==> src/rtl/jac1_regval_uart_tx_if.sv <==
// jac1_regval_uart_tx_if: reg_val in, UART tx and status out.
//   reg_val     register value from JAC1_Top (master drives)
//   tx          UART serial line, idle high
//   busy        frame in progress
//   fifo_count  queued, unsent values
//   overflow    sticky value-dropped flag
interface jac1_regval_uart_tx_if #(
  parameter int DataWidth = 8,
  parameter int FifoDepth = 4
);
  logic [DataWidth-1:0]         reg_val;
  logic                         tx;
  logic                         busy;
  logic [$clog2(FifoDepth):0]   fifo_count;
  logic                         overflow;
  modport master (output reg_val, input tx, busy, fifo_count, overflow);
  modport slave (input reg_val, output tx, busy, fifo_count, overflow);
endinterface

==> src/rtl/jac1_regval_uart_tx.sv <==
// jac1_regval_uart_tx: queues every change of reg_val and sends it as an 8N1 UART frame.
//   clk      system clock, rising edge
//   sys_res  synchronous active-high reset
//   bus      slave side: reg_val in; tx, busy, fifo_count, overflow out
module jac1_regval_uart_tx #(
  parameter int DataWidth  = 8,
  parameter int ClksPerBit = 16,
  parameter int FifoDepth  = 4
) (
  input logic                  clk,
  input logic                  sys_res,
  jac1_regval_uart_tx_if.slave bus
);
  localparam int PW = $clog2(FifoDepth);
  localparam int BW = $clog2(ClksPerBit);
  localparam int NW = $clog2(DataWidth);
  localparam logic [BW-1:0] BAUD_MAX = BW'(ClksPerBit - 1);
  localparam logic [NW-1:0] BIT_MAX = NW'(DataWidth - 1);
  localparam logic [PW:0] FULL = (PW+1)'(FifoDepth);
  typedef enum logic [1:0] {IDLE, START, DATA, STOP} state_t;
  state_t               r_state, w_state;
  logic [DataWidth-1:0] r_mem [FifoDepth];
  logic [DataWidth-1:0] r_prev, r_shift, w_shift;
  logic                 r_prev_valid, r_tx, w_tx, r_overflow;
  logic                 w_push, w_pop, w_acc, w_bit_end;
  logic [PW-1:0]        r_wr, r_rd;
  logic [PW:0]          r_count;
  logic [BW-1:0]        r_baud, w_baud;
  logic [NW-1:0]        r_bit, w_bit;
  assign w_push    = !r_prev_valid || bus.reg_val != r_prev;
  // a full FIFO still accepts when the head leaves on the same edge
  assign w_acc     = w_push && (r_count != FULL || w_pop);
  assign w_bit_end = r_baud == BAUD_MAX;
  assign bus.tx         = r_tx;
  assign bus.busy       = r_state != IDLE;
  assign bus.fifo_count = r_count;
  assign bus.overflow   = r_overflow;
  // w_tx is the line level for the cycle after this edge, so tx stays a flop output
  always_comb begin
    w_state = r_state;
    w_shift = r_shift;
    w_baud  = r_baud + 1'b1;
    w_bit   = r_bit;
    w_tx    = r_tx;
    w_pop   = 1'b0;
    case (r_state)
      IDLE: if (r_count != '0) begin
        w_pop   = 1'b1;
        w_shift = r_mem[r_rd];
        w_baud  = '0;
        w_state = START;
        w_tx    = 1'b0;
      end
      START: if (w_bit_end) begin
        w_state = DATA;
        w_bit   = '0;
        w_baud  = '0;
        w_tx    = r_shift[0];
      end
      DATA: if (w_bit_end) begin
        w_baud  = '0;
        w_state = r_bit == BIT_MAX ? STOP : DATA;
        w_bit   = r_bit + 1'b1;
        w_shift = r_shift >> 1;
        w_tx    = r_bit == BIT_MAX ? 1'b1 : r_shift[1];
      end
      STOP: if (w_bit_end) begin
        w_state = IDLE;
        w_baud  = '0;
      end
      default: w_state = IDLE;
    endcase
  end
  always_ff @(posedge clk) begin
    if (sys_res) begin
      r_state      <= IDLE;
      r_tx         <= 1'b1;
      r_shift      <= '0;
      r_baud       <= '0;
      r_bit        <= '0;
      r_count      <= '0;
      r_wr         <= '0;
      r_rd         <= '0;
      r_overflow   <= 1'b0;
      r_prev       <= '0;
      r_prev_valid <= 1'b0;
    end else begin
      r_state      <= w_state;
      r_tx         <= w_tx;
      r_shift      <= w_shift;
      r_baud       <= w_baud;
      r_bit        <= w_bit;
      r_count      <= r_count + (PW+1)'(w_acc) - (PW+1)'(w_pop);
      r_wr         <= r_wr + PW'(w_acc);
      r_rd         <= r_rd + PW'(w_pop);
      r_overflow   <= r_overflow | (w_push & !w_acc);
      r_prev       <= bus.reg_val;
      r_prev_valid <= 1'b1;
    end
  end
  always_ff @(posedge clk) begin
    if (!sys_res && w_acc) r_mem[r_wr] <= bus.reg_val;
  end
endmodule

==> src/flat_wrapper.sv <==
// flat-port wrapper written by rule: the top's interface ports become plain ports
module jac1_regval_uart_tx_flat 
#(
  parameter int DataWidth  = 8,
  parameter int ClksPerBit = 16,
  parameter int FifoDepth  = 4
)
  (clk, sys_res, bus_reg_val, bus_tx, bus_busy, bus_fifo_count, bus_overflow);
  jac1_regval_uart_tx_if #(.DataWidth(DataWidth), .FifoDepth(FifoDepth)) bus_i ();
  input logic clk;
  input logic sys_res;
  input wire logic [$bits(bus_i.reg_val)-1:0] bus_reg_val;
  output wire logic [$bits(bus_i.tx)-1:0] bus_tx;
  output wire logic [$bits(bus_i.busy)-1:0] bus_busy;
  output wire logic [$bits(bus_i.fifo_count)-1:0] bus_fifo_count;
  output wire logic [$bits(bus_i.overflow)-1:0] bus_overflow;
  assign bus_i.reg_val = bus_reg_val;
  assign bus_tx = bus_i.tx;
  assign bus_busy = bus_i.busy;
  assign bus_fifo_count = bus_i.fifo_count;
  assign bus_overflow = bus_i.overflow;
  jac1_regval_uart_tx #(.DataWidth(DataWidth), .ClksPerBit(ClksPerBit), .FifoDepth(FifoDepth)) u_core (.clk(clk), .sys_res(sys_res), .bus(bus_i));
endmodule
==> config.mk <==
export PLATFORM = sky130hd
export DESIGN_NAME = jac1_regval_uart_tx_flat
export DESIGN_NICKNAME = d
export VERILOG_FILES = /design/src/rtl/jac1_regval_uart_tx_if.sv /design/src/rtl/jac1_regval_uart_tx.sv /design/src/flat_wrapper.sv
export SDC_FILE = /design/constraint.sdc
export NUM_CORES = 1
export LEC_CHECK = 0
export ABC_AREA = 1
export BUFFER_PORTS_ARGS = -buffer_cell sky130_fd_sc_hd__buf_4
export CAP_MARGIN = 20
export CORE_UTILIZATION = 45
export CTS_BUF_LIST = sky130_fd_sc_hd__clkbuf_16
export CTS_CLUSTER_SIZE = 40
export DETAILED_ROUTE_END_ITERATION = 10
export PLACE_DENSITY = 0.72
export SYNTH_ARGS = -nofsm -noshare
export SYNTH_HDL_FRONTEND = slang
export SYNTH_SLANG_ARGS = --single-unit
==> constraint.sdc <==
create_clock -name clk -period 1.92 [get_ports clk]
set_input_delay 0.288 -clock clk [delete_from_list [all_inputs] [get_ports clk]]
set_output_delay 0.288 -clock clk [all_outputs]
set_load 0.02 [all_outputs]
# Word level (Yosys, flattened, before mapping)
# Memories as Yosys holds them, arrays and structs flattened. A register that Yosys moved wholly into a read port is not among the register bits.
# Index checks and enable logic that the tools add are counted.
dict set report totals {
  reg_bits 35
  ramBits 32
  input_bits 10
  output_inout_bits 6
  mem_count 1
}
# memory words width read_ports rd_ports_with_merged_regs wr line_no
set mem_list {}
lappend mem_list {u_core.r_mem 4 8 1 1 1 jac1_regval_uart_tx.sv:22} ;# logic [DataWidth-1:0] r_mem [FifoDepth];
dict set report op_classes {
  add_sub_neg 6
  eq_ne 11
  n_mux 26
  n_bitwise 2
  n_reduce_logical 18
}
# cell count
set op_table {}
lappend op_table {{$mux 8} 2}
lappend op_table {{$pmux 8 s2} 1}
lappend op_table {{$mux 1} 10}
lappend op_table {{$mux 2} 5}
lappend op_table {{$mux 4} 2}
lappend op_table {{$ne 2x1->1 const B} 4}
lappend op_table {{$ne 8x8->1} 1}
lappend op_table {{$pmux 2 s4} 1}
lappend op_table {{$pmux 4 s2} 1}
lappend op_table {{$reduce_and 4->1} 2}
lappend op_table {{$mux 3} 2}
lappend op_table {{$pmux 3 s2} 1}
lappend op_table {{$reduce_and 3->1} 2}
lappend op_table {{$reduce_bool 2->1} 3}
lappend op_table {{$reduce_bool 3->1} 2}
lappend op_table {{$add 2x1->2} 2}
lappend op_table {{$add 4x1->4 const B} 1}
lappend op_table {{$eq 2x2->1 const B} 2}
lappend op_table {{$eq 4x4->1 const B} 1}
lappend op_table {{$add 3x1->3} 1}
lappend op_table {{$add 3x1->3 const B} 1}
lappend op_table {{$eq 3x3->1 const B} 1}
lappend op_table {{$logic_not 1->1} 3}
lappend op_table {{$ne 3x3->1 const B} 1}
lappend op_table {{9 further kinds} 11}

# Logic depth before layout (Yosys ltp)
# Gate-level depths: netlist (run 1).
dict set report logic_depth {
  depth_word 8
  ltp_mapped 12
  ltp_nobuf 12
}

# Least setup slack after synthesis (run 1)
# No wires, ideal clock.
dict set report synth_timing {
  path_type {reg-to-reg}
  startpoint {reg u_core.r_state[0]}
  endpoint {reg u_core.r_count[2], in the netlist u_core.bus.fifo_count[2]}
  arrival_ns 1.887
  required_time_ns 1.801
  path_slack_ns -0.087
  path_stages_with_launch 12
  path_cell_list {dfxtp_1 -> inv_1 -> ha_1 -> o21ai_0 -> inv_1 -> ha_1 -> inv_1 -> ha_1 -> inv_1 -> fa_1 -> o21ai_0 -> a21oi_1}
}
dict set report synth_via {
  elab_chain_len 6
}
# item line_no
set synth_rtl {}
lappend synth_rtl {{start, declared} jac1_regval_uart_tx.sv:21} ;# state_t r_state, w_state;
lappend synth_rtl {{start signal, assigned} jac1_regval_uart_tx.sv:88} ;# r_state <= w_state;
lappend synth_rtl {{$logic_not 2->1 (*)} jac1_regval_uart_tx.sv:46} ;# case (r_state)
lappend synth_rtl {{$mux 1 (*)} jac1_regval_uart_tx.sv:46}
lappend synth_rtl {{$logic_or 1x1->1} jac1_regval_uart_tx.sv:32} ;# assign w_acc = w_push && (r_count != FULL || w_pop);
lappend synth_rtl {{$logic_and 1x1->1} jac1_regval_uart_tx.sv:32}
lappend synth_rtl {{$add 3x1->3} jac1_regval_uart_tx.sv:93} ;# r_count <= r_count + (PW+1)'(w_acc) - (PW+1)'(w_pop);
lappend synth_rtl {{$sub 3x1->3 (*)} jac1_regval_uart_tx.sv:93}
lappend synth_rtl {{end signal, assigned} jac1_regval_uart_tx.sv:93}
lappend synth_rtl {{end, declared} jac1_regval_uart_tx.sv:27} ;# logic [PW:0] r_count;
# Mark *: on every way between the ends. The rest lies on a longest branch, timed or not.
# A chain may end at the register's enable or synchronous reset.

# Worst setup path after layout (run 1)
dict set report layout_timing {
  startpoint {reg u_core.r_state[0]}
  endpoint {mem u_core.r_mem[0][4], enable pin}
}
dict set report layout_via {
  elab_chain_len 7
}
# item line_no
set layout_rtl {}
lappend layout_rtl {{$logic_not 2->1} jac1_regval_uart_tx.sv:46}
lappend layout_rtl {{$mux 1} jac1_regval_uart_tx.sv:46}
lappend layout_rtl {{$logic_or 1x1->1} jac1_regval_uart_tx.sv:32}
lappend layout_rtl {{$logic_and 1x1->1} jac1_regval_uart_tx.sv:32}
lappend layout_rtl {{$logic_and 1x1->1} jac1_regval_uart_tx.sv:102} ;# if (!sys_res && w_acc) r_mem[r_wr] <= bus.reg_val;
lappend layout_rtl {{$mux 1} jac1_regval_uart_tx.sv:102}
lappend layout_rtl {{$mux 1 (not written as such)} jac1_regval_uart_tx.sv:102}
lappend layout_rtl {{end, declared} jac1_regval_uart_tx.sv:22}
# No other way between the ends.

==> metrics, run 1 <==
routability cong.=0.790; Synth area leaders=edfxtp_1 33%, dfxtp_1 24%, nand2_1 9.9%; DIE HEIGHT=82.0 um; EDFF count, synth=32; pin count of the biggest net entering global routing=23; critical path endpoint category=flop; nets=386; Yosys cell types=27; initial antenna violation count=0; sequential share of the synthesized area=57.6%; clock skew=5.03 ps; routed len/inst=13.4 um; worst slew pin tran=799 ps; Slew Limit Headroom=46.5%; Post-Syn Instances=320; Worst Path Required=1870 ps; Clock transition at path regs=50 ps; pwr/cell area=1580 nW/um2; crit path time final=1880 ps; TritonCTS clock tree=built; Yosys reg bits=67; Static Leak=0.00158 uW; first-pass GRT wire length=9.75 mm; Post-synth top cells=76 x nand2_1, 48 x nor2_1, 35 x dfxtp_1, 35 x inv_1, 32 x edfxtp_1; final setup fails=0; hold buffer count at CTS=0; Max Transition Viols Final=0; core area=6060 um2; die footprint=6730 um2; Clock Path Buffers=2; Yosys top cell area share=33.3%; CP max-delay cell=nor2_1; vias in the first global route=2149; CP max FO=8; worst hold-check path type=in2reg; sum of buffers and inverters on the critical path=1; max incr delay on CP=640 ps; via count=2168; TritonRoute pass-1 iters=4; CP startpoint kind=flop; H-Tree Depth=3; initial detailed-routing violation count=142; share of cells above drive strength 1=21.4%; P&R area growth vs syn=23.5%; status=finished clean; CTS sink count=67; final std cells w/o fill=444; syn_nets=342; Max-Cap Viols=0; setup_tns=0 ps; Top FF cell, synth=dfxtp_1; DIE WIDTH=82.0 um; synthesized area=2880 um2; initial core utilization=47.6%; gr ovfl total=0; CP cell instances=inv_1 > ha_4 > nor3_2 > nand3b_1 > nor2_1; Crit Path Category=reg2reg; TritonCTS buffer count=9; Final Power=5620 uW; DP Cell Count=426; Post-synth ARST share=0%; Port Buffers=15; YS warnings=0; Syn Area/Cell=9.01 um2; WHS=205 ps; Finished Core Util=58.7%; Via density=4.88; fmax=533 MHz; Tcrit/Tclk final=97.7%; ANT nets after route=0; Arr. time, crit path=1830 ps; Yosys top cell by area=edfxtp_1; post-detail-place hpwl=3.87 mm; Cell Rows=28; Final Hold Fails=0; Peak VDD IR=0.000976 V; Total Routing Usage GR=20.3%; DRC=0; I/O pins=16; CP delay by family, top=simple AND/OR/NAND/NOR gates; unrepaired setup endpoints after global routing=yes; CTS root buffer=clkbuf_16; most instantiated library cell after synthesis=nand2_1; final wirelength=5.95 mm; antenna cells=0; FILL cells=518; Clk Latency, worst-skew pair=330 ps
## registers in the layout (all words and copies together), names as in the netlist, 3 cells and up
register,flops
u_core.r_shift,8
u_core.r_mem,32
u_core.r_prev,8
u_core.r_baud,4
u_core.r_bit,3
u_core.bus.fifo_count,3
## final cells by class
type / instances / area (um2) / share of cell area [%]
Clock buffer: 9 / 225 / 6.33
Sequential cell: 67 / 1670 / 46.9
Multi-Input combinational cell: 207 / 1080 / 30.3
Inverter: 36 / 135 / 3.80
Tap cell: 75 / 93.8 / 2.64
Clock inverter: 7 / 35.0 / 0.984
Timing Repair Buffer: 43 / 323 / 9.07
## per-layer routing
metal	track usage (%)	share of wire, %	up-vias
li1	-	-	1123
met1	24.4	44	995
met2	34.5	50	34
met3	3.44	3.1	16
met4	11.1	2.9	0
met5	0	0	-
## kinds of logic (layout without fill, tap and decap cells)
| kind of cell | after synthesis | after routing | synth area share, % |
|---|---|---|---|
| fa+ha+maj | 12 | 12 | 5.47 |
| xor+xnor | 6 | 6 | 1.82 |
| compound gates | 44 | 44 | 8.25 |
| buf+inv | 46 | 95 | 6.60 |
| flops | 67 | 67 | 57.6 |
| simple gates | 145 | 145 | 20.2 |
## cell usage in the layout (no fill, tap or decap), types with 4 or more instances in the layout
cell type  count
a21oi_1       21
inv_1         30
nand3_1       13
o21ai_1        4
nor2_1        48
nand2_1       75
buf_4         43
edfxtp_1      32
inv_2          6
ha_1           8
clkbuf_16      9
o21ai_0       14
dfxtp_1       31
## power breakdown
group | switching, uW | leakage (uW) | internal [uW]
sequential | 159 | 0.000585 | 1800
combinational | 1340 | 0.000852 | 886
clock | 572 | 0.000138 | 856
## metrics by stage
step | area, um2 | setup WS (ps)
after floorplan | 2890 | 16.9
after global placement | 3230 | -46.8
after detailed placement | 3230 | -67.0
after CTS | 3510 | -10.2
after global routing | 3560 | -53.5
final | 3560 | 44.2
## worst paths after layout
| kind | end | cells after the start | startpoint | slack, ps |
|---|---|---|---|---|
| hold / removal | u_core.r_prev[6] | 3 | bus_reg_val[6] | 200 |
| hold reg to reg | u_core.r_baud[0] | 1 | u_core.r_baud[0] | 450 |
| setup reg to reg | u_core.r_mem[0][4] | 5 | u_core.r_state[0] | 40 |
| setup / recovery | u_core.r_mem[0][4] | 5 | u_core.r_state[0] | 40 |
## repair_timing
| item | CTS | global route |
|---|---|---|
| gates resized for setup | 5 | 12 |
| pin swaps | 0 | 2 |
| buffers inserted | 0 | 2 |
| endpoints found under the setup margin | 18 | 32 |
## tightest hold or removal path: stages
cell,delay [ps]
buf_4,90
inv_1,40
nor2_1,70
No activity file was read; power rests on OpenSTA's default activity.
==> run 2: changes to the inputs <==
--- a/config.mk
+++ b/config.mk
@@ -8,8 +8,10 @@
 export ABC_AREA = 1
 export BUFFER_PORTS_ARGS = -buffer_cell sky130_fd_sc_hd__buf_4
 export CAP_MARGIN = 20
+export CORE_MARGIN = 3
 export CORE_UTILIZATION = 45
 export CTS_BUF_LIST = sky130_fd_sc_hd__clkbuf_16
+export CTS_CLUSTER_DIAMETER = 60
 export CTS_CLUSTER_SIZE = 40
 export DETAILED_ROUTE_END_ITERATION = 10
 export PLACE_DENSITY = 0.72
==> metrics, run 2 (synthesis gave the netlist of run 1 again) <==
status=finished with violations; violations in the final reports=setup timing; pwr/cell area=1570 nW/um2; Sw Share=36.5%; clock share of power=24.6%; Via density=5.02; TritonCTS clock tree=built; CP most frequent cell=inv_2; Tcrit/Tclk final=102%; ANT nets after route=0; clock skew=6.70 ps; CP cell instances=inv_2 > nand2_1 > o21ai_2 > inv_2 > ha_4 > inv_1 > ha_2 > inv_2 > fa_2 > nor2_2; Top reg by flops=u_core.r_mem; commonest non-fill, non-tap cell in the layout=nand2_1; final setup fails=1; critical path endpoint category=flop; Clock transition at path regs=50 ps; max reg flops=32; CP max FO=3; nets=390; TritonRoute pass-1 iters=5; pin count of the biggest net entering global routing=23; gr ovfl total=0; first-pass GRT wire length=9.67 mm; post-detail-place hpwl=3.90 mm; Max Transition Viols Final=0; DIE HEIGHT=86.0 um; sum of buffers and inverters on the critical path=4; Max-Cap Viols=0; routed len/inst=13.2 um; antenna cells=0; CP max-delay cell=fa_2; worst hold-check path type=in2reg; fmax=510 MHz; die footprint=7400 um2; hold buffer count at CTS=0; Finished Core Util=59.4%; Static Leak=0.00160 uW; vias in the first global route=2174; core area=6060 um2; initial antenna violation count=0; max incr delay on CP=560 ps; initial detailed-routing violation count=98; worst slew pin tran=777 ps; via count=2248; Port Buffers=15; Worst Path Required=2130 ps; Slew Limit Headroom=48.0%; most frequent cells in the layout=75 x nand2_1, 47 x buf_4, 46 x nor2_1; initial core utilization=47.6%; final wirelength=5.91 mm; Clock Path Buffers=2; TritonCTS buffer count=9; Total Routing Usage GR=17.2%; routability cong.=0.842; internal power=3600 uW; DIE WIDTH=86.0 um; share of cells above drive strength 1=22.3%; CP startpoint kind=flop; Final Hold Fails=0; P&R area growth vs syn=24.9%; Reg power frac=34.6%; crit path time final=1960 ps; WHS=206 ps; Arr. time, crit path=2170 ps; H-Tree Depth=3; unrepaired setup endpoints after global routing=yes; CTS root buffer=clkbuf_16; DRC=0; Clk Latency, worst-skew pair=320 ps; final worst slack=-39.5 ps; Cell Rows=28; Largest regs=u_core.r_mem x32, u_core.r_prev x8, u_core.r_shift x8; part of the power in combinational logic=40.8%; I/O pins=16; Peak VDD IR=0.00125 V; setup_tns=-39.5 ps; NetSw=2070 uW; Place WS=-121 ps; CTS sink count=67; CP delay by family, top=adder cells; Crit Path Category=reg2reg
==> run 2: cell count changes in the layout (fill, tap and decap cells not counted), sizes merged <==
cell  delta
buf      +4
==> run 2: per-layer routing <==
| layer | routed length [um] | global-route usage, % | share of wire, % | up-vias |
|---|---|---|---|---|
| li1 | - | - | - | 1132 |
| met2 | 2780 | 27.0 | 47 | 50 |
| met1 | 2640 | 20.9 | 45 | 1046 |
| met3 | 256 | 4.51 | 4.3 | 20 |
| met5 | 0 | 0 | 0 | - |
| met4 | 244 | 10.5 | 4.1 | 0 |
==> run 2: timing repair <==
action / CTS / global route
gates resized for setup: 4 / 18
pin swaps: 0 / 10
hold endpoints to repair: 0 / 0
buffers inserted: 0 / 6
endpoints found under the setup margin: 18 / 27
==> run 2: final timing paths <==
| kind | slack (ps) | depth (start not counted) | startpoint | end |
|---|---|---|---|---|
| setup / recovery | -40 | 10 | u_core.bus.fifo_count[0] | u_core.bus.fifo_count[1] |
| hold reg to reg | 450 | 1 | u_core.r_baud[0] | u_core.r_baud[0] |
| setup reg to reg | -40 | 10 | u_core.bus.fifo_count[0] | u_core.bus.fifo_count[1] |
| hold / removal | 210 | 3 | bus_reg_val[6] | u_core.r_prev[6] |
==> run 2: area by class of cell <==
cell class / instances / area (um2)
multi-input cells: 207 / 1090
clock inverters: 7 / 28.8
fillers: 497 / 2460
repair buffers: 47 / 353
well taps: 75 / 93.8
flip-flops and latches: 67 / 1670
clock buffers: 9 / 225
inverters: 36 / 138
==> run 2: worst min-delay path: cells and delay by family <==
kind / cells / cell delay (ps)
simple gates: 1 / 70
buf+inv: 2 / 130
==> run 2: stage by stage <==
stage	area (um2)	cells	total power [uW]
3_3_place_gp	3230	426	3930
6_report	3600	448	5670
3_5_place_dp	3230	426	3990
4_1_cts	3510	442	5450
5_1_grt	3600	448	6090
2_1_floorplan	2890	320	3420
==> run 2: power groups by stage <==
stage,combinational (uW),sequential (uW),clock (uW)
floorplan,1440,1980,0
CTS,2090,1950,1410
global route,2640,1990,1460
detailed placement,2020,1970,0
global placement,1970,1960,0
finish,2310,1960,1390
==> run 3: changes to the inputs <==
--- a/config.mk
+++ b/config.mk
@@ -9,12 +9,13 @@
 export BUFFER_PORTS_ARGS = -buffer_cell sky130_fd_sc_hd__buf_4
 export CAP_MARGIN = 20
 export CORE_MARGIN = 3
-export CORE_UTILIZATION = 45
+export CORE_UTILIZATION = 39
 export CTS_BUF_LIST = sky130_fd_sc_hd__clkbuf_16
 export CTS_CLUSTER_DIAMETER = 60
 export CTS_CLUSTER_SIZE = 40
 export DETAILED_ROUTE_END_ITERATION = 10
-export PLACE_DENSITY = 0.72
+export PLACE_DENSITY = 0.65
 export SYNTH_ARGS = -nofsm -noshare
 export SYNTH_HDL_FRONTEND = slang
 export SYNTH_SLANG_ARGS = --single-unit
+export TNS_END_PERCENT = 30
==> metrics, run 3 (synthesis gave the netlist of run 1 again) <==
status=finished clean; launch point of the worst hold path=bus_reg_val[7]; TritonRoute pass-1 iters=4; Arr. time, crit path=2040 ps; Peak VDD IR=0.00103 V; FILL cells=667; Worst Path Required=2120 ps; CP startpoint kind=flop; Placed Area=3190 um2; hold path depth=1; max reg flops=32; critical path endpoint category=flop; hold buffer count at CTS=0; crit path time final=1850 ps; H-Tree Depth=3; first-pass GRT wire length=9.67 mm; Port Buffers=15; Finished Core Util=49.7%; DIE HEIGHT=92.0 um; Clk Latency, worst-skew pair=320 ps; TritonCTS buffer count=9; commonest non-fill, non-tap cell in the layout=nand2_1; Tcrit/Tclk final=96.1%; DP Cell Count=437; routability cong.=0.797; most frequent cells in the layout=76 x nand2_1, 48 x nor2_1, 34 x inv_1; Clock transition at path regs=50 ps; TritonCTS clock tree=built; Largest regs=u_core.r_mem x32, u_core.r_prev x8, u_core.r_shift x8; Clock Path Buffers=2; worst slew pin tran=552 ps; Max-Cap Viols=0; I/O pins=16; Top reg by flops=u_core.r_mem; Slew Limit Headroom=63.2%; vias in the first global route=2095; die footprint=8460 um2; ANT nets after route=0; WHS Endpoint=u_core.r_mem[3][7]; post-detail-place hpwl=3.86 mm; R2R depth=10; CTS root buffer=clkbuf_16; worst r2r src=u_core.r_state[1]; routed len/inst=12.6 um; gr ovfl total=0; nets=375; Register Area=1670 um2; final std cells w/o fill=454; area of the multi-input gates=1050 um2; clock skew=5.21 ps; unrepaired setup endpoints after global routing=no; share of cells above drive strength 1=16.5%; Place WS=-27.6 ps; Total Routing Usage GR=15.0%; CP max FO=3; DIE WIDTH=92.0 um; final worst slack=74.0 ps; CTS sink count=67; via count=2116; pwr/cell area=1570 nW/um2; pin count of the biggest net entering global routing=24; Design Area, Final=3470 um2; Static Leak=0.00153 uW; final setup fails=0; Reg-to-Reg End=u_core.bus.fifo_count[1]; antenna cells=0; initial antenna violation count=0; DRC=0; worst hold-check path type=in2reg; Cell Rows=30; final wirelength=5.72 mm; initial detailed-routing violation count=120; R2R setup slack=70 ps; WHS=177 ps; Via density=4.66; Final Hold Fails=0; P&R area growth vs syn=20.4%; fmax=542 MHz; Crit Path Category=reg2reg; core area=6980 um2; initial core utilization=41.3%; Max Transition Viols Final=0
## run 3: cell types whose count changed in the layout (fill, tap and decap cells not counted), sizes merged
cell  delta
buf     -15
## run 3: final cells by class
cell class              count  area share (%)
clock buffers               9            6.49
well taps                  96            3.46
clock inverters             7           0.865
multi-input cells         207            30.4
repair buffers             32            6.92
inverters                  36            3.89
flip-flops and latches     67            48.0
## run 3: worst max-delay path, cell delays in order, from the launching register on
cell,delay (ps)
dfxtp_2,330
inv_2,50
ha_4,160
o21ai_2,60
inv_1,70
ha_1,260
inv_1,50
ha_1,130
inv_1,50
fa_2,510
nor2_1,40
## run 3: what timing repair did
item / CTS / global route
setup endpoints to repair: 1 / 2
pin swaps: 0 / 1
buffers inserted: 0 / 1
gates resized for setup: 1 / 8
## run 3: through the flow
stage               total power, uW  TNS, ps
floorplan                      3420        0
global placement               3940        0
detailed placement             4010    -27.6
CTS                            5430        0
global route                   5900        0
finish                         5450        0
## run 3: how the worst max path moves through the flow
stage	endpoint	slack, ps	start
floorplan	u_core.bus.fifo_count[2]	20	u_core.r_state[1]
global placement	u_core.bus.fifo_count[2]	50	u_core.r_state[0]
detailed placement	u_core.bus.fifo_count[2]	-30	u_core.r_state[0]
CTS	u_core.bus.fifo_count[2]	20	u_core.r_state[1]
global route	u_core.bus.fifo_count[1]	7	u_core.r_state[1]
finish	u_core.bus.fifo_count[1]	70	u_core.r_state[1]
## run 3: power by group
group	switching [uW]	internal [uW]	total, uW
combinational	1270	844	2110
clock	553	846	1400
sequential	146	1800	1940
## run 3: layer usage
metal / vias to the layer above / part of all wire, % / GRT usage, %
met5: - / 0 / 0
met4: 0 / 0.89 / 6.68
met3: 2 / 4.6 / 4.59
met2: 29 / 49 / 25.0
met1: 986 / 45 / 17.7
li1: 1099 / - / -
